`src/rtl/my_ip_pkg.sv`:
```
// Shared types, frame constants and small helpers for the UDP/IPv4 MII transmitter.
package my_ip_pkg;

  typedef enum logic [2:0] {
    StIdle,
    StCheckSum,
    StPreamble,
    StEthHead,
    StIpUdpHead,
    StSendData,
    StSendCrc
  } state_e;

  localparam logic [15:0] ETH_TYPE_IP  = 16'h0800;
  localparam logic [7:0]  IP_PROTO_UDP = 8'h11;
  localparam int unsigned MIN_PAYLOAD  = 18;
  localparam logic [7:0]  PREAMBLE     = 8'h55;
  localparam logic [7:0]  SFD          = 8'hD5;

  // Fold a 32-bit ones-complement accumulator down to 16 bits.
  function automatic logic [15:0] csum_fold(input logic [31:0] sum);
    logic [16:0] s1;
    s1 = {1'b0, sum[31:16]} + {1'b0, sum[15:0]};
    return s1[15:0] + {15'd0, s1[16]};
  endfunction

  function automatic logic [3:0] rev4(input logic [3:0] n);
    return {n[0], n[1], n[2], n[3]};
  endfunction

endpackage

```
`src/rtl/ip_checksum.sv`:
```
// Two-stage pipelined IPv4 header checksum; settles two cycles after its inputs.
module ip_checksum
  import my_ip_pkg::*;
#(
  parameter logic [31:0] SRC_IP = 32'h0,
  parameter logic [31:0] DST_IP = 32'h0
) (
  input  logic        sys_clk,
  input  logic        sys_rst_n,
  input  logic [15:0] total_len,
  input  logic [15:0] ip_id,
  output logic [15:0] checksum
);

  logic [31:0] sum_d, sum_q;

  // Checksum field itself is summed as zero.
  always_comb begin
    sum_d = 32'(16'h4500) + 32'(total_len) + 32'(ip_id) + 32'(16'h4000)
          + 32'({8'h40, IP_PROTO_UDP})
          + 32'(SRC_IP[31:16]) + 32'(SRC_IP[15:0])
          + 32'(DST_IP[31:16]) + 32'(DST_IP[15:0]);
  end

  always_ff @(posedge sys_clk or negedge sys_rst_n) begin
    if (!sys_rst_n) begin
      sum_q    <= '0;
      checksum <= '0;
    end else begin
      sum_q    <= sum_d;
      checksum <= ~csum_fold(sum_q);
    end
  end

endmodule

```
`src/rtl/my_ip_send.sv`:
```
// MII (4-bit) transmitter for a fixed-address UDP/IPv4 Ethernet frame; FCS comes
// from an external nibble-wide CRC32 block.
module my_ip_send
  import my_ip_pkg::*;
#(
  parameter logic [47:0] BOARD_MAC  = 48'h12_34_56_78_9A_BC,
  parameter logic [31:0] BOARD_IP   = {8'd169, 8'd254, 8'd1, 8'd23},
  parameter logic [47:0] DES_MAC    = 48'h1C_2B_3A_49_58_67,
  parameter logic [31:0] DES_IP     = {8'd169, 8'd254, 8'd191, 8'd31},
  parameter logic [15:0] BOARD_PORT = 16'd1234,
  parameter logic [15:0] DES_PORT   = 16'd1234
) (
  input  logic        sys_clk,
  input  logic        sys_rst_n,
  input  logic        send_en,
  input  logic [31:0] send_data,
  input  logic [15:0] send_data_num,
  input  logic [31:0] crc_data,
  input  logic [3:0]  crc_next,
  output logic        send_end,
  output logic        read_data_req,
  output logic        eth_tx_en,
  output logic [3:0]  eth_tx_data,
  output logic        crc_en,
  output logic        crc_clr
);

  localparam int unsigned CntW = 17;

  state_e           state_q;
  logic [CntW-1:0]  cnt_q;
  logic [15:0]      num_q, id_q, checksum;
  logic [15:0]      byte_idx, total_len, udp_len;
  logic [CntW-1:0]  data_nibs;
  logic [13:0][7:0] eth_hdr;
  logic [27:0][7:0] ipudp_hdr;
  logic [7:0][3:0]  crc_nibs;
  logic [7:0]       cur_byte;
  logic [3:0]       data_nib, fcs_nib;
  logic             more_words;

  // cnt_q counts nibbles within the current state; bit 0 picks low/high nibble.
  assign byte_idx  = cnt_q[CntW-1:1];
  assign total_len = num_q + 16'd28;
  assign udp_len   = num_q + 16'd8;
  assign data_nibs = (num_q < 16'(MIN_PAYLOAD)) ? CntW'(2 * MIN_PAYLOAD) : {num_q, 1'b0};

  assign eth_hdr   = {DES_MAC, BOARD_MAC, ETH_TYPE_IP};
  assign ipudp_hdr = {16'h4500, total_len, id_q, 16'h4000, 8'h40, IP_PROTO_UDP, checksum,
                      BOARD_IP, DES_IP, BOARD_PORT, DES_PORT, udp_len, 16'h0000};
  assign crc_nibs  = crc_data;

  assign more_words = (CntW'(byte_idx) + CntW'(1)) < {1'b0, num_q};

  always_comb begin
    cur_byte = 8'h00;
    case (state_q)
      StPreamble:  cur_byte = (byte_idx == 16'd7) ? SFD : PREAMBLE;
      StEthHead:   cur_byte = eth_hdr[4'd13 - byte_idx[3:0]];
      StIpUdpHead: cur_byte = ipudp_hdr[5'd27 - byte_idx[4:0]];
      StSendData: begin
        if (byte_idx < num_q) begin
          case (byte_idx[1:0])
            2'd0:    cur_byte = send_data[31:24];
            2'd1:    cur_byte = send_data[23:16];
            2'd2:    cur_byte = send_data[15:8];
            default: cur_byte = send_data[7:0];
          endcase
        end
      end
      default:     cur_byte = 8'h00;
    endcase
  end

  assign data_nib = cnt_q[0] ? cur_byte[7:4] : cur_byte[3:0];
  // First FCS nibble must include the data nibble still on the wire.
  assign fcs_nib  = (cnt_q[2:0] == 3'd0) ? ~rev4(crc_next) : ~rev4(crc_nibs[3'd7 - cnt_q[2:0]]);

  ip_checksum #(
    .SRC_IP(BOARD_IP),
    .DST_IP(DES_IP)
  ) u_ip_checksum (
    .sys_clk  (sys_clk),
    .sys_rst_n(sys_rst_n),
    .total_len(total_len),
    .ip_id    (id_q),
    .checksum (checksum)
  );

  always_ff @(posedge sys_clk or negedge sys_rst_n) begin
    if (!sys_rst_n) begin
      state_q       <= StIdle;
      cnt_q         <= '0;
      num_q         <= '0;
      id_q          <= '0;
      send_end      <= 1'b0;
      read_data_req <= 1'b0;
      eth_tx_en     <= 1'b0;
      eth_tx_data   <= '0;
      crc_en        <= 1'b0;
      crc_clr       <= 1'b0;
    end else begin
      send_end      <= 1'b0;
      read_data_req <= 1'b0;
      crc_clr       <= 1'b0;
      case (state_q)
        StIdle: begin
          eth_tx_en   <= 1'b0;
          eth_tx_data <= '0;
          crc_en      <= 1'b0;
          cnt_q       <= '0;
          if (send_en) begin
            num_q   <= send_data_num;
            state_q <= StCheckSum;
          end
        end
        StCheckSum: begin
          cnt_q <= cnt_q + CntW'(1);
          if (cnt_q == CntW'(3)) begin
            cnt_q   <= '0;
            state_q <= StPreamble;
          end
        end
        StPreamble: begin
          eth_tx_en   <= 1'b1;
          eth_tx_data <= data_nib;
          crc_en      <= 1'b0;
          cnt_q       <= cnt_q + CntW'(1);
          if (cnt_q == CntW'(15)) begin
            cnt_q   <= '0;
            state_q <= StEthHead;
          end
        end
        StEthHead: begin
          eth_tx_en   <= 1'b1;
          eth_tx_data <= data_nib;
          crc_en      <= 1'b1;
          cnt_q       <= cnt_q + CntW'(1);
          if (cnt_q == CntW'(27)) begin
            cnt_q   <= '0;
            state_q <= StIpUdpHead;
          end
        end
        StIpUdpHead: begin
          eth_tx_en   <= 1'b1;
          eth_tx_data <= data_nib;
          crc_en      <= 1'b1;
          cnt_q       <= cnt_q + CntW'(1);
          if (cnt_q == CntW'(55)) begin
            cnt_q         <= '0;
            read_data_req <= (num_q != 16'd0);
            state_q       <= StSendData;
          end
        end
        StSendData: begin
          eth_tx_en   <= 1'b1;
          eth_tx_data <= data_nib;
          crc_en      <= 1'b1;
          cnt_q       <= cnt_q + CntW'(1);
          if (cnt_q[2:0] == 3'd7 && more_words) read_data_req <= 1'b1;
          if (cnt_q == data_nibs - CntW'(1)) begin
            cnt_q   <= '0;
            state_q <= StSendCrc;
          end
        end
        StSendCrc: begin
          crc_en <= 1'b0;
          if (!cnt_q[3]) begin
            eth_tx_en   <= 1'b1;
            eth_tx_data <= fcs_nib;
            cnt_q       <= cnt_q + CntW'(1);
          end else begin
            eth_tx_en   <= 1'b0;
            eth_tx_data <= '0;
            send_end    <= 1'b1;
            crc_clr     <= 1'b1;
            id_q        <= id_q + 16'd1;
            cnt_q       <= '0;
            state_q     <= StIdle;
          end
        end
        default: state_q <= StIdle;
      endcase
    end
  end

endmodule

```
`config.mk`:
```
export PLATFORM = sky130hd
export DESIGN_NAME = my_ip_send
export DESIGN_NICKNAME = d
export VERILOG_FILES = /design/src/rtl/my_ip_pkg.sv /design/src/rtl/ip_checksum.sv /design/src/rtl/my_ip_send.sv
export SDC_FILE = /design/constraint.sdc
export NUM_CORES = 1
export LEC_CHECK = 0
export ABC_AREA = 1
export CAP_MARGIN = 10
export CORE_ASPECT_RATIO = 1.75
export CORE_MARGIN = 2
export CORE_UTILIZATION = 40
export CTS_CLUSTER_DIAMETER = 40
export CTS_CLUSTER_SIZE = 20
export DETAILED_ROUTE_END_ITERATION = 8
export GPL_ROUTABILITY_DRIVEN = 0
export PLACE_DENSITY = 0.69
export REMOVE_ABC_BUFFERS = 1
export SLEW_MARGIN = 15
export SYNTH_ARGS = -nofsm -noshare
export SYNTH_HDL_FRONTEND = slang
export SYNTH_SLANG_ARGS = --single-unit
```
`constraint.sdc`:
```
create_clock -name sys_clk -period 4.4 [get_ports sys_clk]
set_input_delay 1.32 -clock sys_clk [delete_from_list [all_inputs] [get_ports sys_clk]]
set_output_delay 1.32 -clock sys_clk [all_outputs]
set_load 0.01 [all_outputs]
```
== Word-level counts from Yosys, hierarchy flattened ==
Memories as Yosys holds them, arrays and structs flattened.
Cells that the tools add are included.

* Bits in registers: 108
* Memory bits (read-only): 128
* Input port bits: 87
* Output and inout bits: 9
* Logic and storage cells: 113
* Memories: 1

{| class="wikitable"
|+ Memories
! name !! depth !! bits a word !! rd ports !! clocked after Yosys merged registers in !! wr ports !! RTL line !! RTL
|-
| (name not given) || 16 || 8 || 1 || 0 || 0 || my_ip_send.sv:59 || <nowiki>StEthHead: cur_byte = eth_hdr[4'd13 - byte_idx[3:0]];</nowiki>
|}

* Add/sub/neg operators: 19
* $lt $le $gt $ge: 6
* Eq/ne operators: 22
* Multiplexer cells: 37
* Bitwise operators: 3
* Reduce and logical (&&, ||, !) cells: 14

{| class="wikitable"
|+ Operators with widths
! kind !! count
|-
| $mux W17 || 7
|-
| $pmux W17 S7 || 1
|-
| $add A32 B16 Y32 const B || 3
|-
| $add A32 B15 Y32 const B || 2
|-
| $pmux W8 S3 || 2
|-
| $bmux W8 S5 || 1
|-
| $add A32 B16 Y32 || 1
|-
| $add A32 B9 Y32 const B || 1
|-
| $mux W8 || 4
|-
| $mux W3 || 7
|-
| $pmux W3 S7 || 1
|-
| $add A15 B16 Y17 const A || 1
|-
| $add A16 B1 Y17 const B || 1
|-
| $add A16 B16 Y17 || 1
|-
| $add A17 B1 Y17 const B || 1
|-
| $eq A17 B17 Y1 || 1
|-
| $eq A17 B2 Y1 const B || 1
|-
| $eq A17 B4 Y1 const B || 1
|-
| $eq A17 B5 Y1 const B || 1
|-
| $eq A17 B6 Y1 const B || 1
|-
| $lt A17 B16 Y1 || 1
|-
| $sub A17 B1 Y17 const B || 1
|-
| $add A16 B1 Y16 || 1
|-
| $add A16 B1 Y16 const B || 1
|-
| 36 further kinds || 58
|}

== Depth between registers and ports, before layout ==
Gate-level depths: netlist of the first run.

* Depth after elaboration: 9
* Mapped depth: 23
* Mapped depth without buffers: 22

== By module ==
From an unflattened synthesis of the first run, not the netlist that was laid out.

* Cell total of the unflattened synthesis: 1661
* Area total of the unflattened synthesis: 10789.1 um^2

{| class="wikitable"
|+ By module, submodules not included
! module !! instances !! cells each !! area an instance (um^2)
|-
| my_ip_send || 1 || 1110 || 7154.4
|-
| ip_checksum || 1 || 551 || 3634.7
|}

== Least setup slack after synthesis of the first run ==
Ideal clock, no wire load.

* Kind: register to register
* Start: reg num_q[3]
* End: reg u_ip_checksum.sum_q[17]
* Library setup time: 127 ps
* Arrival: 3420 ps
* Data required time: 4273 ps
* Setup slack: 853 ps
* Stages on the path, launching flop included: 19
* Path buffers: 0
* Clock period less this slack: 3547 ps
* Cell sequence: dfrtp_1 clkinv_1 ha_1 a21oi_1 nand2_1 xor2_1 inv_1 ha_1 ha_1 nand2_1 o21ai_0 o21bai_1 a21oi_1 o21ai_0 a21oi_1 o21bai_1 nand2_1 nand2_1 a21boi_0

* Cells in the longest elaborated chain, start to end: 9

{| class="wikitable"
|+ RTL lines
! item !! RTL line !! RTL
|-
| from (decl) || my_ip_send.sv:32 || <nowiki>logic [15:0] num_q, id_q, checksum;</nowiki>
|-
| from (signal assigned) || my_ip_send.sv:113 || <nowiki>num_q <= send_data_num;</nowiki>
|-
| $add A16 B5 Y16 || my_ip_send.sv:44 || <nowiki>assign total_len = num_q + 16'd28;</nowiki>
|-
| $add A15 B16 Y17 || ip_checksum.sv:19 || <nowiki>sum_d = 32'(16'h4500) + 32'(total_len) + 32'(ip_id) + 32'(16'h4000)</nowiki>
|-
| $add A32 B16 Y32 || ip_checksum.sv:19 ||
|-
| $add A32 B15 Y32 || ip_checksum.sv:19 ||
|-
| $add A32 B15 Y32 || ip_checksum.sv:20 || <nowiki>+ 32'({8'h40, IP_PROTO_UDP})</nowiki>
|-
| $add A32 B16 Y32 || ip_checksum.sv:21 || <nowiki>+ 32'(SRC_IP[31:16]) + 32'(SRC_IP[15:0])</nowiki>
|-
| $add A32 B9 Y32 || ip_checksum.sv:21 ||
|-
| $add A32 B16 Y32 (2 in series) || ip_checksum.sv:22 || <nowiki>+ 32'(DST_IP[31:16]) + 32'(DST_IP[15:0]);</nowiki>
|-
| net u_ip_checksum.sum_d[17] || ip_checksum.sv:15 || <nowiki>logic [31:0] sum_d, sum_q;</nowiki>
|-
| to (signal assigned) || ip_checksum.sv:30 || <nowiki>sum_q <= sum_d;</nowiki>
|-
| to (decl) || ip_checksum.sv:15 ||
|}

The timed path passes the listed nets, and every way through them passes these cells.
A chain may end at the register's enable or synchronous reset.

== Worst setup path in the final report of the first run ==
* Start: reg u_ip_checksum.sum_q[16]
* End: reg u_ip_checksum.checksum[15]

* Cells in the longest elaborated chain, start to end: 3

{| class="wikitable"
|+ RTL lines
! item !! RTL line !! RTL
|-
| $add A16 B16 Y17 || my_ip_pkg.sv:23 || <nowiki>s1 = {1'b0, sum[31:16]} + {1'b0, sum[15:0]};</nowiki>
|-
| $add A16 B1 Y16 || my_ip_pkg.sv:24 || <nowiki>return s1[15:0] + {15'd0, s1[16]};</nowiki>
|-
| $not A16 Y16 || ip_checksum.sv:31 || <nowiki>checksum <= ~csum_fold(sum_q);</nowiki>
|-
| to (signal assigned) || ip_checksum.sv:31 ||
|-
| to (decl) || ip_checksum.sv:12 || <nowiki>output logic [15:0] checksum</nowiki>
|}

No other way between the ends.

==> results_dict.tcl, run 1 <==
set metrics [dict create \
    grt_pass1_vias 9738 \
    dp_hpwl_um 25600 \
    r2r-start "u_ip_checksum.sum_q[16]$_DFF_PN0_" \
    htree_num_levels 3 \
    critPathMaxStageDelay_ns 0.41 \
    hold_depth 1 \
    drv_slew 0 \
    report.final.setup_viol 0 \
    status "completed" \
    max_freq_ghz 0.256 \
    ys_ff_latch 95 \
    drtIter0Drc 795 \
    clock-sinks 95 \
    utilization_pct 47.2 \
    min_to "id_q[10]$_DFFE_PN0P_" \
    reg2reg_depth 18 \
    synthCells 1389 \
    viasPerCell 5.52 \
    crit_arrival_ns 4.17 \
    dp.cells 1759 \
    worst_pin_slew_ns 0.962 \
    ys_seq_area_share_pct 25.1 \
    clk_pin_slew_ns 0.08 \
    die_y_um 207 \
    maxCapViolCount 0 \
    start_util_pct 40.5 \
    crit_path_frequent_cell "nand2_1" \
    power_density_nw_per_um2 653 \
    synth_warnings 0 \
    drive_gt1_share_pct 4.21 \
    startpoint_type "flip-flop" \
    cp.required_ns 4.66 \
    slowest_stage "nor3_1" \
    grt_pass1_wl_um 50200 \
    rsz0062_at_grt "false" \
    dpl_cell_area_um2 10700 \
    cts_root_buffer "clkbuf_16" \
    postSynth.asyncResetShare_pct 100 \
    port-buffer-count 95 \
    ioPinCount 96 \
    cts_tree "done" \
    finalCriticalPeriod_ns 3.91 \
    dieArea_um2 24900 \
    ir_drop_uv 424 \
    synth_edf_count 0 \
    num-fill-cells 2399 \
    diodes 0 \
    core_um2 23300 \
    ys.flop_type "dfrtp_1" \
    core.rowCount 74 \
    r2r-end "u_ip_checksum.checksum[15]$_DFF_PN0_" \
    cp_cell_sequence "ha_1 -> fa_1 -> nand2_1 -> a21oi_1 -> nand4_1 -> nor3_1 -> nand3_1 -> nor2_1 -> ha_1 -> nand2_1 -> nor4_1 -> nor3b_1 -> nand3_1 -> nor2_1 -> nand2_1 -> nor2_2 -> nand2_1 -> xor2_1" \
    grt_max_degree 72 \
    cts.path.max_buffers 2 \
    crit_fanout 5 \
    worstHoldStart "id_q[10]$_DFFE_PN0P_" \
    syn_area_um2 9460 \
    p_leak_nw 5.42 \
    finalNetCount 1647 \
    cp-end-kind "flip-flop" \
    cts_made_buffers 9 \
    hold_path_class "reg -> reg" \
    instances_no_fill 1775 \
    fin_tns_setup_ns 0 \
    wirelength_um 32400 \
    wire_per_inst_um 18.2 \
    syn_avg_cell_area_um2 6.81 \
    grtUsageTotal_pct 26.1 \
    finalInstanceArea_um2 11000 \
    fp.dieW_um 120 \
    area_growth_pct 16.5 \
    drt_first_pass_iters 6 \
    worstSetupPathType "reg -> reg" \
    period_share_pct 88.8 \
    fin_skew_ns 0.0128 \
    clkLatencyLatePin_ns 0.38 \
    ant_nets 0 \
    hold_viol 0 \
    antenna_found_initial 0 \
    grt.overflow.total 0 \
    netlist-cell-type-count 52 \
    fin_hold_ws_ns 0.470 \
    drc 0 \
    holdBufCountCts 0 \
    vias 9799 \
    max_slew_margin_pct 35.8 \
    reg2reg_slack_ns 0.49 \
]
## kinds of logic (layout without fill, tap and decap cells)
group,after synthesis,count (layout),synth area share [%]
and+or+nand+nor,654,654,30.0
adders and majority gates,94,94,12.6
buffers and inverters,216,298,9.03
xor gates and xnor gates,100,100,9.40
AOI/OAI and AO/OA,230,230,13.8
DFF,95,95,25.1
## synthesized netlist by cell type (4+ instances only)
| cell | number | share of area (%) |
|---|---|---|
| inv_2 | 4 | 0.16 |
| o21bai_1 | 4 | 0.32 |
| o21ai_0 | 84 | 4.4 |
| xnor2_1 | 21 | 1.9 |
| nand3_1 | 107 | 5.7 |
| nor4_1 | 5 | 0.33 |
| nor3_1 | 24 | 1.3 |
| o211ai_1 | 8 | 0.63 |
| nor2_1 | 143 | 5.7 |
| o221ai_1 | 5 | 0.46 |
| xor2_1 | 78 | 7.2 |
| a21oi_1 | 84 | 4.4 |
| inv_1 | 162 | 6.4 |
| clkbuf_1 | 33 | 1.3 |
| dfrtp_1 | 95 | 25 |
| buf_4 | 4 | 0.32 |
| ha_1 | 92 | 12 |
| o22ai_1 | 6 | 0.40 |
| a21boi_0 | 4 | 0.32 |
| nor2_2 | 7 | 0.46 |
| nand2_1 | 319 | 13 |
| nand4_1 | 29 | 1.9 |
| clkinv_1 | 4 | 0.16 |
| a22oi_1 | 5 | 0.40 |
| a31oi_1 | 13 | 0.86 |
## sequential cells by signal (all words and copies together), names as in the netlist, 3 cells and up
name / cells
u_ip_checksum.sum_q: 19
cnt_q: 17
id_q: 16
num_q: 16
u_ip_checksum.checksum: 16
eth_tx_data: 4
state_q: 3
## where the power goes
part	internal (W)	leakage (nW)	switching, W
logic	0.00163	4.08	0.00315
registers	0.00120	1.18	0.000335
clock network	0.000461	0.159	0.000425
total	0.00329	5.42	0.00391
## worst max-delay path by stage
stage,start,end,slack [ns],cells after the start
2_1_floorplan,num_q[3]$_DFFE_PN0P_,u_ip_checksum.sum_q[17]$_DFF_PN0_,0.85,18
3_3_place_gp,num_q[2]$_DFFE_PN0P_,u_ip_checksum.sum_q[17]$_DFF_PN0_,0.63,18
3_5_place_dp,u_ip_checksum.sum_q[16]$_DFF_PN0_,u_ip_checksum.checksum[15]$_DFF_PN0_,0.57,18
4_1_cts,num_q[2]$_DFFE_PN0P_,u_ip_checksum.sum_q[17]$_DFF_PN0_,0.53,18
5_1_grt,num_q[2]$_DFFE_PN0P_,u_ip_checksum.sum_q[17]$_DFF_PN0_,0.11,18
6_report,u_ip_checksum.sum_q[16]$_DFF_PN0_,u_ip_checksum.checksum[15]$_DFF_PN0_,0.49,18
## layer usage
metal  routed length (um)  up-vias  global-route usage, %
met5                    0        -                      0
met4                 2860        0                   21.9
met3                 1460      143                   3.54
met2                17200      345                   47.9
met1                10900     4588                   25.2
li1                     -     4723                      -
## layout by cell type (no fill, tap or decap), types with 78 or more instances in the layout
master           Yosys  layout
xor2_1              78      78
a21oi_1             84      83
clkdlybuf4s50_1      0      94
nor2_1             143     143
nand3_1            107     107
nand2_1            319     319
inv_1              162     162
dfrtp_1             95      95
ha_1                92      92
o21ai_0             84      84
## timing repair
| action | CTS | global route |
|---|---|---|
| resized for setup | 0 | 1 |
| setup buffers | 0 | 0 |
| endpoints found under the setup margin | 0 | 1 |
## area by class of cell
type	instances	area (um^2)	area share, %
clock buffer	9	225	2.04
clock inverter	7	97.6	0.885
inverter	171	644	5.84
multi-input combinational	1078	6230	56.5
sequential	95	2380	21.6
tap	304	380	3.45
timing repair buffer	111	1070	9.69
## critical path: cells and delay by family (launching register included)
kind,cells,cell delay [ns]
flops,1,0.38
simple gates,13,2.45
fa+ha+maj,3,0.58
xor+xnor,1,0.14
compound gates,1,0.25
## per-stage QoR
step | total power, W | worst slack, ns
after floorplan | 0.00468 | 0.853
after global placement | 0.00613 | 0.627
after detailed placement | 0.00619 | 0.567
after CTS | 0.00711 | 0.526
after global routing | 0.00776 | 0.114
final | 0.00719 | 0.494
(Power assumes the default switching activity.)
==> run 2, diff against run 1 <==
--- a/config.mk
+++ b/config.mk
@@ -10,6 +10,7 @@
 export CORE_ASPECT_RATIO = 1.75
 export CORE_MARGIN = 2
 export CORE_UTILIZATION = 40
+export CTS_BUF_LIST = sky130_fd_sc_hd__clkbuf_2 sky130_fd_sc_hd__clkbuf_4 sky130_fd_sc_hd__clkbuf_8
 export CTS_CLUSTER_DIAMETER = 40
 export CTS_CLUSTER_SIZE = 20
 export DETAILED_ROUTE_END_ITERATION = 8
==> run 2 against run 1 <==
Compared with the run above:
- via count grew 0.55%
- hold slack better by 0.0049 ns
- total power decreased by 3.0%
- register-to-register slack better by 0.02 ns
- utilization shrank 0.42 points
- global-route usage fell by 0.097 points
- die area stayed put
- design area down 0.90%
- routed wire length is 0.24% lower
- sequential power barely moved
- first-iteration DRC count up 2.5%
- largest power group unchanged
==> results_dict.tcl, run 2 (synthesis results as in run 1) <==
set metrics [dict create \
    ioPinCount 96 \
    period_share_pct 88.4 \
    cp_cell_sequence "ha_1 -> fa_1 -> nand2_1 -> a21oi_1 -> nand4_1 -> nor3_1 -> nand3_1 -> nor2_1 -> ha_1 -> nand2_1 -> nor4_1 -> nor3b_1 -> nand3_1 -> nor2_1 -> nand2_1 -> nor2_2 -> nand2_1 -> xor2_1" \
    hold_depth 1 \
    grt_max_degree 72 \
    r2r-start "u_ip_checksum.sum_q[16]$_DFF_PN0_" \
    dp.cells 1759 \
    reg2reg_slack_ns 0.51 \
    p_int_w 0.00311 \
    power_density_nw_per_um2 639 \
    area_growth_pct 15.5 \
    cp.required_ns 4.73 \
    grt_pass1_wl_um 50100 \
    grtUsageTotal_pct 26.0 \
    viasPerCell 5.55 \
    fin_skew_ns 0.0188 \
    cp.depth 18 \
    busiest_layer "met2" \
    drt_first_pass_iters 8 \
    clock-sinks 95 \
    port-buffer-count 95 \
    finalCriticalPeriod_ns 3.89 \
    layout_common_cells "319 x nand2_1, 162 x inv_1, 143 x nor2_1, 107 x nand3_1, 95 x dfrtp_1" \
    start_util_pct 40.5 \
    fp.dieW_um 120 \
    fin_tns_setup_ns 0 \
    r2r-end "u_ip_checksum.checksum[15]$_DFF_PN0_" \
    startpoint_type "flip-flop" \
    grt_pass1_vias 9703 \
    instances_no_fill 1776 \
    cp_top_family "simple AND/OR/NAND/NOR gates" \
    rsz0062_at_grt "false" \
    drtIter0Drc 815 \
    cts_tree "done" \
    clk_pin_slew_ns 0.11 \
    worstSetupPathType "reg -> reg" \
    reg2reg_depth 18 \
    critPathMaxStageDelay_ns 0.42 \
    status "completed" \
    p_sw_share_pct 55.5 \
    fin_hold_ws_ns 0.475 \
    crit_arrival_ns 4.22 \
    crit_buf_inv 0 \
    combPwrFrac_pct 68.2 \
    holdBufCountCts 0 \
    ant_nets 0 \
    die_y_um 207 \
    core.rowCount 74 \
    drc 0 \
    wire_per_inst_um 18.2 \
    largest_reg_flops 19 \
    top_register "u_ip_checksum.sum_q" \
    htree_num_levels 3 \
    power_w 0.00698 \
    final_common_cell "nand2_1" \
    crit_fanout 5 \
    worst_pin_slew_ns 0.955 \
    hold_viol 0 \
    switching_power_w 0.00387 \
    finalNetCount 1647 \
    p_clk_share_pct 9.9 \
    ir_drop_uv 419 \
    p_leak_nw 5.38 \
    hold_path_class "reg -> reg" \
    slowest_stage "nor4_1" \
    grt.overflow.total 0 \
    wirelength_um 32300 \
    cp-end-kind "flip-flop" \
    utilization_pct 46.8 \
    dieArea_um2 24900 \
    worstHoldStart "id_q[10]$_DFFE_PN0P_" \
    p_seq_share_pct 21.9 \
    use_met1_pct 25.0 \
    dp_hpwl_um 25600 \
    reg_top3 "u_ip_checksum.sum_q: 19 flops, cnt_q: 17 flops" \
    core_um2 23300 \
    max_freq_ghz 0.257 \
    cts_made_buffers 9 \
    drive_gt1_share_pct 4.21 \
    use_met2_pct 47.9 \
    clkLatencyLatePin_ns 0.44 \
    cts.path.max_buffers 2 \
    min_to "id_q[10]$_DFFE_PN0P_" \
    max_slew_margin_pct 36.3 \
    cts_root_buffer "clkbuf_8" \
    drv_slew 0 \
    grt_use_met3_pct 3.35 \
    crit_path_frequent_cell "nand2_1" \
    vias 9853 \
    maxCapViolCount 0 \
    report.final.setup_viol 0 \
    antenna_found_initial 1 \
]
==> run 2: changes by cell type in the layout (fill, tap and decap cells not counted) <==
cell | before | now
clkbuf_8 | 0 | 9
clkbuf_16 | 9 | 0
diode_2 | 0 | 1
==> run 2: worst register-to-register path, stage by stage (launching register included) <==
cell	delay (ns)
dfrtp_1	0.38
ha_1	0.19
fa_1	0.19
nand2_1	0.08
a21oi_1	0.25
nand4_1	0.18
nor3_1	0.40
nand3_1	0.17
nor2_1	0.13
ha_1	0.20
nand2_1	0.08
nor4_1	0.42
nor3b_1	0.38
nand3_1	0.17
nor2_1	0.12
nand2_1	0.10
nor2_2	0.13
nand2_1	0.08
xor2_1	0.14
==> run 2: metal layers <==
layer / part of all wire (%) / vias to the layer above
met5: 0 / -
met4: 9.1 / 0
met3: 4.6 / 162
met2: 53 / 394
met1: 33 / 4575
li1: - / 4722
==> run 2: final cells by class <==
| class | count | area [um^2] |
|---|---|---|
| clock buffer | 9 | 124 |
| multi-input combinational | 1078 | 6230 |
| antenna | 1 | 2.50 |
| clock inverter | 7 | 97.6 |
| sequential | 95 | 2380 |
| inverter | 171 | 644 |
| fill | 2410 | 12400 |
| timing repair buffer | 111 | 1070 |
| tap | 304 | 380 |
==> run 2: power by group through the flow <==
stage | Sequential [W] | Combinational, W | Clock [W]
floorplan | 0.00148 | 0.00320 | 0
global placement | 0.00154 | 0.00459 | 0
detailed placement | 0.00154 | 0.00465 | 0
CTS | 0.00153 | 0.00468 | 0.000705
global route | 0.00156 | 0.00526 | 0.000730
finish | 0.00153 | 0.00476 | 0.000688
==> run 2: how the worst max path moves through the flow <==
stage	startpoint	to	slack, ns
CTS	num_q[2]$_DFFE_PN0P_	u_ip_checksum.sum_q[17]$_DFF_PN0_	0.52
finish	u_ip_checksum.sum_q[16]$_DFF_PN0_	u_ip_checksum.checksum[15]$_DFF_PN0_	0.51
global placement	num_q[2]$_DFFE_PN0P_	u_ip_checksum.sum_q[17]$_DFF_PN0_	0.63
detailed placement	u_ip_checksum.sum_q[16]$_DFF_PN0_	u_ip_checksum.checksum[15]$_DFF_PN0_	0.57
floorplan	num_q[3]$_DFFE_PN0P_	u_ip_checksum.sum_q[17]$_DFF_PN0_	0.85
global route	num_q[2]$_DFFE_PN0P_	u_ip_checksum.sum_q[17]$_DFF_PN0_	0.11
==> run 2: metrics by stage <==
stage / area (um^2) / setup slack (ns)
finish: 10900 / 0.510
global route: 10900 / 0.114
CTS: 10900 / 0.520
detailed placement: 10700 / 0.567
global placement: 10700 / 0.627
floorplan: 9250 / 0.853
==> run 2: timing repair <==
item | 4_1_cts | 5_1_grt
endpoints found under the setup margin | 0 | 1
buffers inserted | 0 | 0
resized for setup | 0 | 1
